<file path="src/rtl/sys_bridge_pkg.sv">
// Shared types and address map for the M-stage device bridge.
// The address bounds are inclusive byte ranges of the memory-mapped devices.
package sys_bridge_pkg;

   typedef enum logic [1:0] {
      ST_IDLE   = 2'd0,
      ST_ACCESS = 2'd1,
      ST_DONE   = 2'd2
   } state_t;

   typedef struct packed {
      logic key;
      logic disp;
      logic led;
      logic sw;
      logic uart;
      logic timer;
   } dev_sel_t;

   localparam logic [31:0] TIMER_BEGIN  = 32'h0000_7F00;
   localparam logic [31:0] TIMER_END    = 32'h0000_7F0B;
   localparam logic [31:0] TIMER_COUNT  = 32'h0000_7F08;
   localparam logic [31:0] UART_BEGIN   = 32'h0000_7F10;
   localparam logic [31:0] UART_END     = 32'h0000_7F2B;
   localparam logic [31:0] SWITCH_BEGIN = 32'h0000_7F2C;
   localparam logic [31:0] SWITCH_END   = 32'h0000_7F33;
   localparam logic [31:0] LED_BEGIN    = 32'h0000_7F34;
   localparam logic [31:0] LED_END      = 32'h0000_7F37;
   localparam logic [31:0] DISP_BEGIN   = 32'h0000_7F38;
   localparam logic [31:0] DISP_END     = 32'h0000_7F3F;
   localparam logic [31:0] KEY_BEGIN    = 32'h0000_7F40;
   localparam logic [31:0] KEY_END      = 32'h0000_7F43;

   function automatic logic in_range(input logic [31:0] addr,
                                     input logic [31:0] lo,
                                     input logic [31:0] hi);
      return (addr >= lo) && (addr <= hi);
   endfunction

endpackage

</file>
<file path="src/rtl/bridge_decode.sv">
// Combinational address decoder: byte address to one-hot device select plus hit flag.
module bridge_decode
   import sys_bridge_pkg::*;
(
   input  logic [31:0] addr,
   output dev_sel_t    sel,
   output logic        hit
);

   always_comb begin
      sel.timer = in_range(addr, TIMER_BEGIN,  TIMER_END);
      sel.uart  = in_range(addr, UART_BEGIN,   UART_END);
      sel.sw    = in_range(addr, SWITCH_BEGIN, SWITCH_END);
      sel.led   = in_range(addr, LED_BEGIN,    LED_END);
      sel.disp  = in_range(addr, DISP_BEGIN,   DISP_END);
      sel.key   = in_range(addr, KEY_BEGIN,    KEY_END);
   end

   assign hit = |sel;

endmodule

</file>
<file path="src/rtl/sys_bridge.sv">
// CPU data-bus responder for the memory-mapped devices: latches one access, strobes the
// device, returns registered read data with a one-cycle ready pulse, and registers irqs.
module sys_bridge
   import sys_bridge_pkg::*;
#(
   parameter int TIMEOUT = 16,
   parameter int CNT_W   = 5
) (
   input  logic        clk,
   input  logic        reset,
   input  logic        cpu_req,
   input  logic        cpu_we,
   input  logic [31:0] cpu_addr,
   input  logic [31:0] cpu_wdata,
   output logic [31:0] cpu_rdata,
   output logic        cpu_ready,
   output logic        cpu_stall,
   output logic        cpu_berr,
   output logic [31:0] dev_addr,
   output logic [31:0] dev_wdata,
   output logic        timer_we,
   output logic        led_we,
   output logic        disp_we,
   output logic        uart_stb,
   output logic        uart_we,
   input  logic        uart_ack,
   input  logic [31:0] timer_rdata,
   input  logic [31:0] uart_rdata,
   input  logic [31:0] switch_rdata,
   input  logic [31:0] led_rdata,
   input  logic [31:0] disp_rdata,
   input  logic [31:0] key_rdata,
   input  logic        timer_irq,
   input  logic        uart_irq,
   input  logic        key_irq,
   output logic [5:0]  hw_int
);

   state_t          state, state_n;
   dev_sel_t        sel, sel_q;
   logic            hit;
   logic [31:0]     addr_q, wdata_q, rdata_q, dev_rdata;
   logic            we_q, berr_q, timeout;
   logic [CNT_W-1:0] cnt_q;

   bridge_decode u_decode (
      .addr (cpu_addr),
      .sel  (sel),
      .hit  (hit)
   );

   // Device read mux driven only by the latched select; uart data is taken on ack instead.
   assign dev_rdata = ({32{sel_q.timer}} & timer_rdata)
                    | ({32{sel_q.sw}}    & switch_rdata)
                    | ({32{sel_q.led}}   & led_rdata)
                    | ({32{sel_q.disp}}  & disp_rdata)
                    | ({32{sel_q.key}}   & key_rdata);

   assign timeout   = (cnt_q == CNT_W'(TIMEOUT - 1));
   assign dev_addr  = addr_q;
   assign dev_wdata = wdata_q;
   assign cpu_stall = cpu_req & ~cpu_ready;

   always_ff @(posedge clk) begin
      // NOTE: non-blocking assignments make every register sample pre-edge values, whatever the statement order.
      if (reset) state <= ST_IDLE;
      else       state <= state_n;
   end

   always_comb begin
      // NOTE: every signal written here gets a default first, so no branch can infer a latch.
      state_n   = state;
      timer_we  = 1'b0;
      led_we    = 1'b0;
      disp_we   = 1'b0;
      uart_stb  = 1'b0;
      uart_we   = 1'b0;
      cpu_ready = 1'b0;
      cpu_rdata = '0;
      cpu_berr  = 1'b0;
      unique case (state)
         ST_IDLE: begin
            if (cpu_req) state_n = hit ? ST_ACCESS : ST_DONE;
         end
         ST_ACCESS: begin
            // Timer count register is read-only; switch and key have no write strobe.
            timer_we = sel_q.timer & we_q & (addr_q != TIMER_COUNT);
            led_we   = sel_q.led  & we_q;
            disp_we  = sel_q.disp & we_q;
            uart_stb = sel_q.uart;
            uart_we  = sel_q.uart & we_q;
            if (!sel_q.uart || uart_ack || timeout) state_n = ST_DONE;
         end
         ST_DONE: begin
            cpu_ready = 1'b1;
            cpu_rdata = rdata_q;
            cpu_berr  = berr_q;
            state_n   = ST_IDLE;
         end
         default: state_n = ST_IDLE;
      endcase
   end

   always_ff @(posedge clk) begin
      if (reset) begin
         addr_q  <= '0;
         wdata_q <= '0;
         we_q    <= 1'b0;
         sel_q   <= '0;
         rdata_q <= '0;
         berr_q  <= 1'b0;
         cnt_q   <= '0;
      end else begin
         unique case (state)
            ST_IDLE: begin
               if (cpu_req) begin
                  addr_q  <= cpu_addr;
                  wdata_q <= cpu_wdata;
                  we_q    <= cpu_we;
                  sel_q   <= sel;
                  berr_q  <= ~hit;
                  rdata_q <= '0;
               end
            end
            ST_ACCESS: begin
               if (!sel_q.uart) begin
                  rdata_q <= we_q ? '0 : dev_rdata;
               end else begin
                  cnt_q <= cnt_q + 1'b1;
                  // An ack in the timeout cycle still completes the access cleanly.
                  if (uart_ack) begin
                     rdata_q <= uart_rdata;
                  end else if (timeout) begin
                     berr_q  <= 1'b1;
                     rdata_q <= '0;
                  end
               end
            end
            ST_DONE: cnt_q <= '0;
            default: ;
         endcase
      end
   end

   always_ff @(posedge clk) begin
      if (reset) hw_int <= '0;
      else       hw_int <= {3'b000, key_irq, uart_irq, timer_irq};
   end

endmodule

</file>
<file path="config.mk">
export PLATFORM = sky130hd
export DESIGN_NAME = sys_bridge
export DESIGN_NICKNAME = d
export VERILOG_FILES = /design/src/rtl/sys_bridge_pkg.sv /design/src/rtl/bridge_decode.sv /design/src/rtl/sys_bridge.sv
export SDC_FILE = /design/constraint.sdc
export NUM_CORES = 1
export LEC_CHECK = 0
export ABC_AREA = 1
export ABC_CLOCK_PERIOD_IN_PS = 4500
export CORE_AREA = 2 2 145 147
export DETAILED_ROUTE_END_ITERATION = 8
export DIE_AREA = 0 0 147 149
export DONT_BUFFER_PORTS = 1
export PLACE_DENSITY = 0.47
export SLEW_MARGIN = 40
export SYNTH_ARGS = -nofsm -noshare
export SYNTH_HDL_FRONTEND = slang
export SYNTH_SLANG_ARGS = --single-unit
</file>
<file path="constraint.sdc">
create_clock -name clk -period 4.5 [get_ports clk]
set_input_delay 1.35 -clock clk [delete_from_list [all_inputs] [get_ports clk]]
set_output_delay 1.35 -clock clk [all_outputs]
set_load 0.05 [all_outputs]
</file>
# After elaboration in Yosys (flattened, before gate mapping)
# Cells that the tools add are included.
totals:
  wordCells: 98
  input_bits: 264
  register_bits: 117
  output_inout_bits: 110
classes:
  n_mux: 25
  reduce_logical: 18
  bitwise: 17
  order_cmp: 12
  eq_ne: 10
  add_sub_neg: 1
op_table:
  columns: ["operator", "count"]
  rows:
  - ["32-bit by 15-bit >= comparator with 1-bit output, second input constant", 6]
  - ["32-bit by 15-bit <= comparator with 1-bit output, second input constant", 6]
  - ["32-bit two-way mux", 6]
  - ["32-bit bitwise AND", 5]
  - ["32-bit OR", 4]
  - ["32-bit case mux with 2 select lines", 1]
  - ["32-bit by 15-bit != test with 1-bit output, second input constant", 1]
  - ["1-bit two-way mux", 11]
  - ["2-bit != test, second input constant", 5]
  - ["5-bit case mux with 2 select lines", 1]
  - ["1-bit bitwise AND", 6]
  - ["1-bit logical AND", 6]
  - ["2-bit two-way mux", 3]
  - ["2-bit AND reduction", 3]
  - ["6-bit OR reduction", 1]
  - ["5-bit by 1-bit adder with 5-bit output, second input constant", 1]
  - ["5-bit by 4-bit == test with 1-bit output, second input constant", 1]
  - ["5-bit two-way mux", 1]
  - ["5-bit AND reduction", 1]
  - ["4-bit != test, second input constant", 1]
  - ["2-bit case mux with 2 select lines", 1]
  - ["2-bit nonzero test", 2]
  - ["3-bit AND reduction", 1]
  - ["2-bit by 1-bit == test with 1-bit output, second input constant", 1]
  - ["other kinds (6)", 8]

# Logic depth before layout (Yosys ltp)
# Gate-level depths: netlist of run 1.
logic_depth:
  ltp_word: 8
  depth_mapped: 14
  ltp_nobuf: 14

# Modules after synthesis
# Synthesis of run 1 repeated with hierarchy kept, for this count alone.
hier_totals:
  hier_cells: 1132
  hier_area_um2: 6625.1
modules_own_cells:
  columns: ["mod", "n_inst", "area_per_inst_um2", "cells_each", "seq_area_each_um2"]
  rows:
  - ["sys_bridge", 1, 6129.6, 1041, 2282.2]
  - ["bridge_decode", 1, 495.5, 91, 0.0]

# Worst setup path before layout of run 1
# Ideal clock, no wire load.
synth_timing:
  path_kind: "register -> output"
  from: "register state[1]"
  to: "output cpu_rdata[0]"
  path_buffers: 1
  path_slack_ps: 887
  t_arrival_ps: 2263
  path_stages_with_launch: 6
  required_time_ps: 3150
  cell_sequence: "dfxtp_1 > inv_1 > nor2_1 > inv_2 > clkbuf_1 > nor2_1"
synth_between:
  elab_chain_cells: 2
synth_lines:
  columns: ["element", "line_no", "rtl"]
  rows:
  - ["start, declared", "sys_bridge.sv:39", "state_t state, state_n;"]
  - ["start signal, assigned", "sys_bridge.sv:67", "else state <= state_n;"]
  - ["2-bit == test", "sys_bridge.sv:81", "unique case (state)"]
  - ["32-bit two-way mux", "sys_bridge.sv:81", null]
  - ["end, declared", "sys_bridge.sv:15", "output logic [31:0] cpu_rdata,"]
# No other way between the ends.

# Worst setup path in the final report of run 1
layout_timing:
  from: "register addr_q[10], in the netlist dev_addr[10]"
  to: "output timer_we"
layout_between:
  elab_chain_cells: 3
layout_lines:
  columns: ["element", "line_no", "rtl"]
  rows:
  - ["start, declared", "sys_bridge.sv:42", "logic [31:0] addr_q, wdata_q, rdata_q, dev_rdata;"]
  - ["start signal, assigned", "sys_bridge.sv:117", "addr_q <= cpu_addr;"]
  - ["32-bit by 15-bit != test with 1-bit output", "sys_bridge.sv:87", "timer_we = sel_q.timer & we_q & (addr_q != TIMER_COUNT);"]
  - ["1-bit bitwise AND", "sys_bridge.sv:87", null]
  - ["1-bit two-way mux", "sys_bridge.sv:81", null]
  - ["end, declared", "sys_bridge.sv:21", "output logic timer_we,"]
# No other way between the ends.

==> results of run 1 <==
area by class of cell:
class / instances / area share [%]
Sequential cell: 114 / 33.0
Antenna cell: 2 / 0.0724
Clock inverter: 14 / 2.06
Timing Repair Buffer: 49 / 5.38
Multi-Input combinational cell: 664 / 44.4
Clock buffer: 18 / 6.35
Tap cell: 275 / 4.98
Inverter: 69 / 3.78
registers in the layout, indices dropped and copies added, names as in the netlist:
signal	count
sel_q	6
hw_int	3
dev_wdata	32
we_q	1
rdata_q	32
cnt_q	5
berr_q	1
dev_addr	32
state	2
how the worst max path moves through the flow:
stage | startpoint | end | slack, ns | depth (start not counted)
2_1_floorplan | state[1]$_SDFFE_PP0P_ | cpu_rdata[0] | 0.89 | 5
3_3_place_gp | dev_addr[10]$_SDFFE_PP0P_ | timer_we | 1.22 | 6
3_5_place_dp | dev_addr[10]$_SDFFE_PP0P_ | timer_we | 1.23 | 6
4_1_cts | dev_addr[10]$_SDFFE_PP0P_ | timer_we | 0.75 | 6
5_1_grt | dev_addr[8]$_SDFFE_PP0P_ | timer_we | 0.64 | 6
6_report | dev_addr[10]$_SDFFE_PP0P_ | timer_we | 0.83 | 6
worst max-delay path: stages (launching register included):
cell      delay, ns
dfxtp_1        0.67
nand4_1        0.17
nor4b_1        0.39
nand3_1        0.20
o211ai_1       0.21
nor2_1         0.08
buf_4          0.19
kinds of logic (layout without fill, tap and decap cells):
logic type	count (synthesis)	count (layout)	synth area share [%]
adder cells (fa/ha/maj)	2	2	0.423
AO/OA/AOI/OAI	196	196	19.3
flip-flops	114	114	38.6
other	1	5	0.0634
buffers and inverters	131	150	9.81
AND/OR/NAND/NOR	463	463	31.8
stage by stage:
| step | cells | hold WS (ns) | setup WS (ns) | cell area, µm² | utilization (%) |
|---|---|---|---|---|---|
| 2_1_floorplan | 909 | 0.444 | 0.887 | 5930 | - |
| 3_3_place_gp | 1171 | 0.448 | 1.22 | 6320 | 30.7 |
| 3_5_place_dp | 1171 | 0.450 | 1.23 | 6330 | 30.8 |
| 4_1_cts | 1203 | 0.458 | 0.749 | 6910 | 33.6 |
| 5_1_grt | 1204 | 0.474 | 0.644 | 6910 | 33.6 |
| 6_report | 1205 | 0.457 | 0.827 | 6910 | 33.6 |
report_power, final:
part	leakage (nW)	switching, mW	internal [mW]	total (mW)
registers	0.937	0.206	1.06	1.27
clock network	0.283	0.546	0.792	1.34
logic	1.45	0.180	0.0861	0.266
metal layers:
layer,GRT usage (%),up-vias,part of all wire (%)
li1,-,2980,-
met5,0,-,0
met1,21.7,2713,40
met3,8.23,25,10
met4,5.91,0,1.4
met2,34.3,276,49
cell usage in the layout, fill, tap and decap left out, types with 17 or more instances in the layout:
master / instances
nor2_1: 218
nand2_1: 169
dfxtp_1: 114
a21oi_1: 73
o21ai_1: 63
inv_1: 61
buf_4: 48
nand3_1: 45
a221oi_1: 32
clkbuf_16: 17
==> impl_metrics.tcl, run 1 <==
set metrics [dict create \
    wl_um 22400 \
    initial_utilization_pct 28.8 \
    cp_data_required_time_ns 3.15 \
    synthFlopType "dfxtp_1" \
    r2r_cells 12 \
    grt_overflow 0 \
    synth-async-reset-ratio_pct 0 \
    synth_commonest_cells "219 x nor2_1, 169 x nand2_1, 114 x dfxtp_1" \
    fp.dieW_um 147 \
    wl_per_cell_um 18.6 \
    grt_setup_unrepaired "no" \
    antenna_found_initial 2 \
    finalSetupViolations 0 \
    cts_setup_buffers 0 \
    die_h_um 149 \
    path_class "flip-flop to primary output" \
    layout_worst_path_cycle_share_pct 81.6 \
    drive_above_1_share_pct 12.2 \
    worst_r2r_endpoint "sel_q[2]$_SDFFE_PP0P_" \
    slew_headroom_pct 53.7 \
    multi_input_area_um2 3070 \
    end_kind "primary output" \
    hpwl_um 16200 \
    clock-sinks 114 \
    hold_class "flip-flop to flip-flop" \
    row_count 53 \
    netlist_area_um2 5920 \
    arrival_ns 2.32 \
    synth.most_common_cell "nor2_1" \
    hold_path_depth 2 \
    cts_made_buffers 17 \
    cap_violations 0 \
    syn2layout_area_growth_pct 16.8 \
    core-area_um2 20600 \
    tightest_slew_ns 0.694 \
    seq_area_um2 2280 \
    cts_max_level 4 \
    cts-root-buf "clkbuf_16" \
    fill_cells 2286 \
    remaining_drc_errors 0 \
    p_per_area_nw_per_um2 415 \
    clock_skew_ns 0.0112 \
    cts_hold_buf 0 \
    synth-edff-count 0 \
    reg2reg_slack_ns 2.06 \
    gp_congestion 0.786 \
    final-hold-violation-count 0 \
    clock_path_buffers 2 \
    clkLatencyLatePin_ns 0.42 \
    final_antenna_net_count 0 \
    leakagePower_nw 2.67 \
    ios 374 \
    power_mw 2.87 \
    cp_max_fo 3 \
    io_buffers 0 \
    r2r-start "cnt_q[0]$_SDFFE_PP0P_" \
    yosys-top-cells-area "dfxtp_1 39%, nor2_1 14%, nand2_1 11%" \
    avgSynthCellArea_um2 6.53 \
    clk_pin_slew_worst_paths_ns 0.06 \
    yosys.area.top_type "dfxtp_1" \
    routed_via_density 4.97 \
    finalMaxSlewViolations 0 \
    fmax_mhz 272 \
    nets 1181 \
    hold_start "rdata_q[1]$_SDFFE_PP0P_" \
    outcome "finished clean" \
    synth_seq_cells 114 \
    cts_resized 0 \
    cts_tree "built" \
    first_pass_iters 5 \
    ys_warn_count 0 \
    setup_tns_ns 0 \
    num_vias 5994 \
    netlist_instances 907 \
    start_kind "flip-flop" \
    synth_top_area_share_pct 38.6 \
    grt_pass1_vias 5702 \
    final.min_clock_period_ns 3.67 \
    grt_usage_pct 19.6 \
    grt_pass1_wl_um 32500 \
    peakVddDrop_mv 0.244 \
    synth_cell_types 32 \
    dieArea_um2 21900 \
    grt_max_degree 84 \
    dr.first_iter.drc_count 254 \
    min_to "rdata_q[1]$_SDFFE_PP0P_" \
    yosysSeqAreaShare_pct 38.6 \
]
(Power assumes the default switching activity.)
==> run 2: changes to the inputs <==
- ABC_CLOCK_PERIOD_IN_PS: 4500 -> 3040
- PLACE_DENSITY: 0.47 -> 0.48
- clock period: 4.5 -> 3.04 ns (I/O delays scaled with it)
==> run 2 against run 1 <==
- worst hold slack about the same
- clock skew is 0.0020 ns lower
- via count is essentially flat
==> impl_metrics.tcl, run 2 (same netlist as run 1, synthesis figures left out) <==
set metrics [dict create \
    io_buffers 0 \
    grt_setup_unrepaired "no" \
    routed_via_density 4.90 \
    final_common_cell "nor2_1" \
    clkLatencyLatePin_ns 0.41 \
    leakagePower_nw 2.78 \
    hold_start "rdata_q[27]$_SDFFE_PP0P_" \
    path_class "flip-flop to primary output" \
    tightest_slew_ns 0.657 \
    finalInstanceArea_um2 7070 \
    arrival_ns 1.95 \
    nets 1200 \
    drive_above_1_share_pct 13.9 \
    die_h_um 149 \
    cts_hold_buf 0 \
    cp_max_fo 3 \
    final_cell_mix "218 x nor2_1, 169 x nand2_1, 114 x dfxtp_1" \
    worst_r2r_endpoint "dev_addr[27]$_SDFFE_PP0P_" \
    dr.first_iter.drc_count 215 \
    reg2reg_slack_ns 0.77 \
    cts_made_buffers 17 \
    min_to "rdata_q[27]$_SDFFE_PP0P_" \
    final_antenna_net_count 0 \
    clock_skew_ns 0.00920 \
    wl_per_cell_um 17.9 \
    cts_resized 0 \
    cts_max_level 4 \
    clk_pin_slew_worst_paths_ns 0.06 \
    finalSetupViolations 0 \
    r2r_cells 10 \
    dieArea_um2 21900 \
    syn2layout_area_growth_pct 19.4 \
    p_per_area_nw_per_um2 603 \
    clock-sinks 114 \
    wl_um 21900 \
    hpwl_um 16500 \
    fmax_mhz 349 \
    antenna_found_initial 0 \
    outcome "finished clean" \
    cp_data_required_time_ns 2.13 \
    initial_utilization_pct 28.8 \
    core-area_um2 20600 \
    slew_headroom_pct 56.2 \
    row_count 53 \
    ios 374 \
    post_dp_cell_area_um2 6490 \
    gp_congestion 0.791 \
    cts_tree "built" \
    remaining_drc_errors 0 \
    grt_overflow 0 \
    end_kind "primary output" \
    cts_setup_buffers 0 \
    hold_path_depth 2 \
    num_vias 5993 \
    final-hold-violation-count 0 \
    cts-root-buf "clkbuf_16" \
    clock_path_buffers 2 \
    cap_violations 0 \
    r2r-start "cnt_q[0]$_SDFFE_PP0P_" \
    peakVddDrop_mv 0.360 \
    grt_usage_pct 19.5 \
    setup_tns_ns 0 \
    first_pass_iters 5 \
    layout_worst_path_cycle_share_pct 94.3 \
    grt_max_degree 55 \
    diodes 0 \
    finalMaxSlewViolations 0 \
    final.min_clock_period_ns 2.87 \
    start_kind "flip-flop" \
    grt_pass1_vias 5948 \
    grt_pass1_wl_um 32700 \
    hold_class "flip-flop to flip-flop" \
    fp.dieW_um 147 \
]
run 2: critical path: stages (launching register included):
cell and delay [ns]:
dfxtp_1 0.49, nor4_1 0.42, nand4_1 0.15, o211ai_1 0.21, nor2_1 0.08, buf_4 0.19
run 2: power breakdown:
part	switching [mW]	leakage [nW]	internal [mW]
Sequential	0.258	0.937	1.57
Combinational	0.320	1.56	0.148
Clock	0.808	0.278	1.15
run 2: cell type report:
| type | count | area (µm²) |
|---|---|---|
| tap | 275 | 344 |
| inverter | 69 | 259 |
| fill | 2307 | 13500 |
| timing repair buffer | 68 | 536 |
| multi-input combinational | 664 | 3070 |
| clock inverter | 14 | 145 |
| clock buffer | 18 | 429 |
| sequential | 114 | 2280 |
run 2: how the worst max path moves through the flow:
stage	to	cells past startpoint	from	slack (ns)
2_1_floorplan	cpu_rdata[0]	5	state[1]$_SDFFE_PP0P_	0.17
3_3_place_gp	timer_we	5	dev_addr[31]$_SDFFE_PP0P_	0.58
3_5_place_dp	timer_we	5	dev_addr[31]$_SDFFE_PP0P_	0.56
4_1_cts	timer_we	5	dev_addr[31]$_SDFFE_PP0P_	0.1
5_1_grt	timer_we	5	dev_addr[16]$_SDFFE_PP0P_	0.01
6_report	timer_we	5	dev_addr[31]$_SDFFE_PP0P_	0.17
run 2: routing by layer:
metal  up-vias  GRT usage (%)  part of all wire, %
met3        28           7.13                  9.0
met5         -              0                    0
li1       3009              -                    -
met1      2676           21.0                   39
met4         0           7.98                  2.7
met2       280           34.6                   49
run 2: per-stage QoR:
stage	std cells	utilization (%)	total power [mW]	setup WS [ns]	hold slack, ns
after detailed placement	1190	31.6	2.33	0.556	0.450
after global placement	1190	31.6	2.33	0.584	0.447
after global routing	1222	34.4	4.47	0.0133	0.473
final	1222	34.4	4.26	0.174	0.457
after floorplan	909	-	2.21	0.166	0.444
after CTS	1222	34.4	4.33	0.0987	0.460
==> run 3: changes to the inputs <==
- ABC_CLOCK_PERIOD_IN_PS: 3040 -> 3300
- PLACE_DENSITY: 0.48 -> 0.47
- SKIP_CTS_REPAIR_TIMING: default -> 1
- clock period: 3.04 -> 3.3 ns (I/O delays scaled with it)
==> run 3 against run 2 <==
- worst setup slack improved by 0.11 ns
- sequential cell count did not move
- clock power shrank 3%
- wire length grew 3.7%
- clock skew grew 0.00079 ns
- combinational power down 13%
- via count is 0.52% higher
- critical path depth is the same
- core utilization shrank 0.19 points
- die area is the same
- highest routed layer unchanged
- register-to-register slack improved by 0.18 ns
- clock-buffer cell count stayed put
==> impl_metrics.tcl, run 3 (same netlist as run 1, synthesis figures left out) <==
set metrics [dict create \
    outcome "finished clean" \
    multi_input_area_um2 3060 \
    cp_data_required_time_ns 2.31 \
    die_h_um 149 \
    initial_utilization_pct 28.8 \
    dr.first_iter.drc_count 228 \
    grtUsageMet1_pct 22.2 \
    grt_max_degree 84 \
    final_cell_mix "219 x nor2_1, 169 x nand2_1, 113 x dfxtp_1" \
    arrival_ns 2.03 \
    nets 1194 \
    hold_class "flip-flop to flip-flop" \
    fmax_mhz 331 \
    final.min_clock_period_ns 3.02 \
    slew_headroom_pct 53.8 \
    tightest_slew_ns 0.693 \
    clock-sinks 114 \
    fill_cells 2281 \
    clock_path_buffers 2 \
    final_common_cell "nor2_1" \
    combPwrFrac_pct 10.1 \
    path_class "flip-flop to primary output" \
    row_count 53 \
    grt_pass1_wl_um 33500 \
    cts_made_buffers 17 \
    use_met3_pct 7.86 \
    grt_usage_pct 19.9 \
    layout_worst_path_cycle_share_pct 91.5 \
    antenna_found_initial 2 \
    dp_cells 1184 \
    cts_max_level 4 \
    drive_above_1_share_pct 13.4 \
    cts_tree "built" \
    max_stage_delay_ns 0.51 \
    wl_per_cell_um 18.7 \
    clock_skew_ns 0.00998 \
    whs_ns 0.458 \
    p_seq_share_pct 42.4 \
    first_pass_iters 6 \
    fp.dieW_um 147 \
    clkLatencyLatePin_ns 0.41 \
    remaining_drc_errors 0 \
    io_buffers 0 \
    clk_pin_slew_worst_paths_ns 0.06 \
    hpwl_um 16600 \
    grt_use_met2_pct 35.0 \
    cp_max_fo 3 \
    grt_pass1_vias 5872 \
    final_cells 1218 \
    syn2layout_area_growth_pct 18.7 \
    setup_tns_ns 0 \
    path_cells "nor4_1 -> nand3_1 -> o211ai_1 -> nor2_1 -> buf_4" \
    leakagePower_nw 2.75 \
    pwr-share-clk_pct 47.5 \
    routed_via_density 4.95 \
    cap_violations 0 \
    end_kind "primary output" \
    wl_um 22700 \
    peakVddDrop_mv 0.313 \
    seq_area_um2 2280 \
    switching_share_pct 31.8 \
    p_per_area_nw_per_um2 571 \
    finalMaxSlewViolations 0 \
    final-hold-violation-count 0 \
    p_int_mw 2.74 \
    num_vias 6024 \
    core-area_um2 20600 \
    grt_overflow 0 \
    gp_congestion 0.781 \
    dieArea_um2 21900 \
    final_antenna_net_count 0 \
    ios 374 \
    grt_setup_unrepaired "no" \
    start_kind "flip-flop" \
    busiest_layer "met2" \
    p_sw_mw 1.28 \
    slowest_stage "nor4_1" \
    finalSetupViolations 0 \
    cts-root-buf "clkbuf_16" \
]
==> run 3: changes by cell type in the layout (fill, tap and decap cells not counted), sizes merged <==
cell	before	now
buf	68	62
bufinv	1	2
clkinv	3	2
clkinvlp	2	1
diode	0	2
inv	77	78
==> run 3: power by group through the flow <==
stage          clock network [mW]  logic, mW  registers, mW
6_report                     1.91      0.406           1.70
5_1_grt                      2.03      0.455           1.71
4_1_cts                      1.97      0.412           1.70
3_5_place_dp                    0      0.411           1.73
3_3_place_gp                    0      0.406           1.73
2_1_floorplan                   0      0.304           1.74
==> run 3: cell type report <==
type / count / area share (%)
Multi-Input combinational cell: 664 / 43.6
Sequential cell: 114 / 32.5
Timing Repair Buffer: 62 / 6.67
Clock buffer: 18 / 6.25
Tap cell: 275 / 4.89
Inverter: 69 / 3.68
Clock inverter: 14 / 2.35
Antenna cell: 2 / 0.0712
==> run 3: critical path: cells and delay by family (launching register included) <==
kind | cells | cell delay, ns
AOI/OAI and AO/OA | 1 | 0.20
buffers and inverters | 1 | 0.19
DFF | 1 | 0.49
and+or+nand+nor | 3 | 0.76
==> run 3: metrics by stage <==
step	util [%]	power [mW]	setup slack, ns	area [µm²]
after floorplan	-	2.04	0.0466	5930
after global placement	31.2	2.14	0.612	6410
after detailed placement	31.2	2.14	0.622	6420
after CTS	34.2	4.08	0.165	7020
after global routing	34.2	4.20	0.122	7030
final	34.2	4.02	0.279	7030
==> run 3: path summary, 6_finish.rpt <==
kind	start	slack [ns]	endpoint	depth (start not counted)
max	dev_addr[4]$_SDFFE_PP0P_	0.28	timer_we	5
min	rdata_q[6]$_SDFFE_PP0P_	0.46	rdata_q[6]$_SDFFE_PP0P_	2
max reg2reg	cnt_q[0]$_SDFFE_PP0P_	0.95	sel_q[0]$_SDFFE_PP0P_	10
min reg2reg	rdata_q[6]$_SDFFE_PP0P_	0.46	rdata_q[6]$_SDFFE_PP0P_	2
==> run 3: routing by layer <==
metal / vias up / wire (µm) / share of wire [%]
li1: 3002 / - / -
met1: 2728 / 9040 / 40
met2: 276 / 11100 / 49
met3: 18 / 2270 / 10
met4: 0 / 325 / 1.4
met5: - / 0 / 0
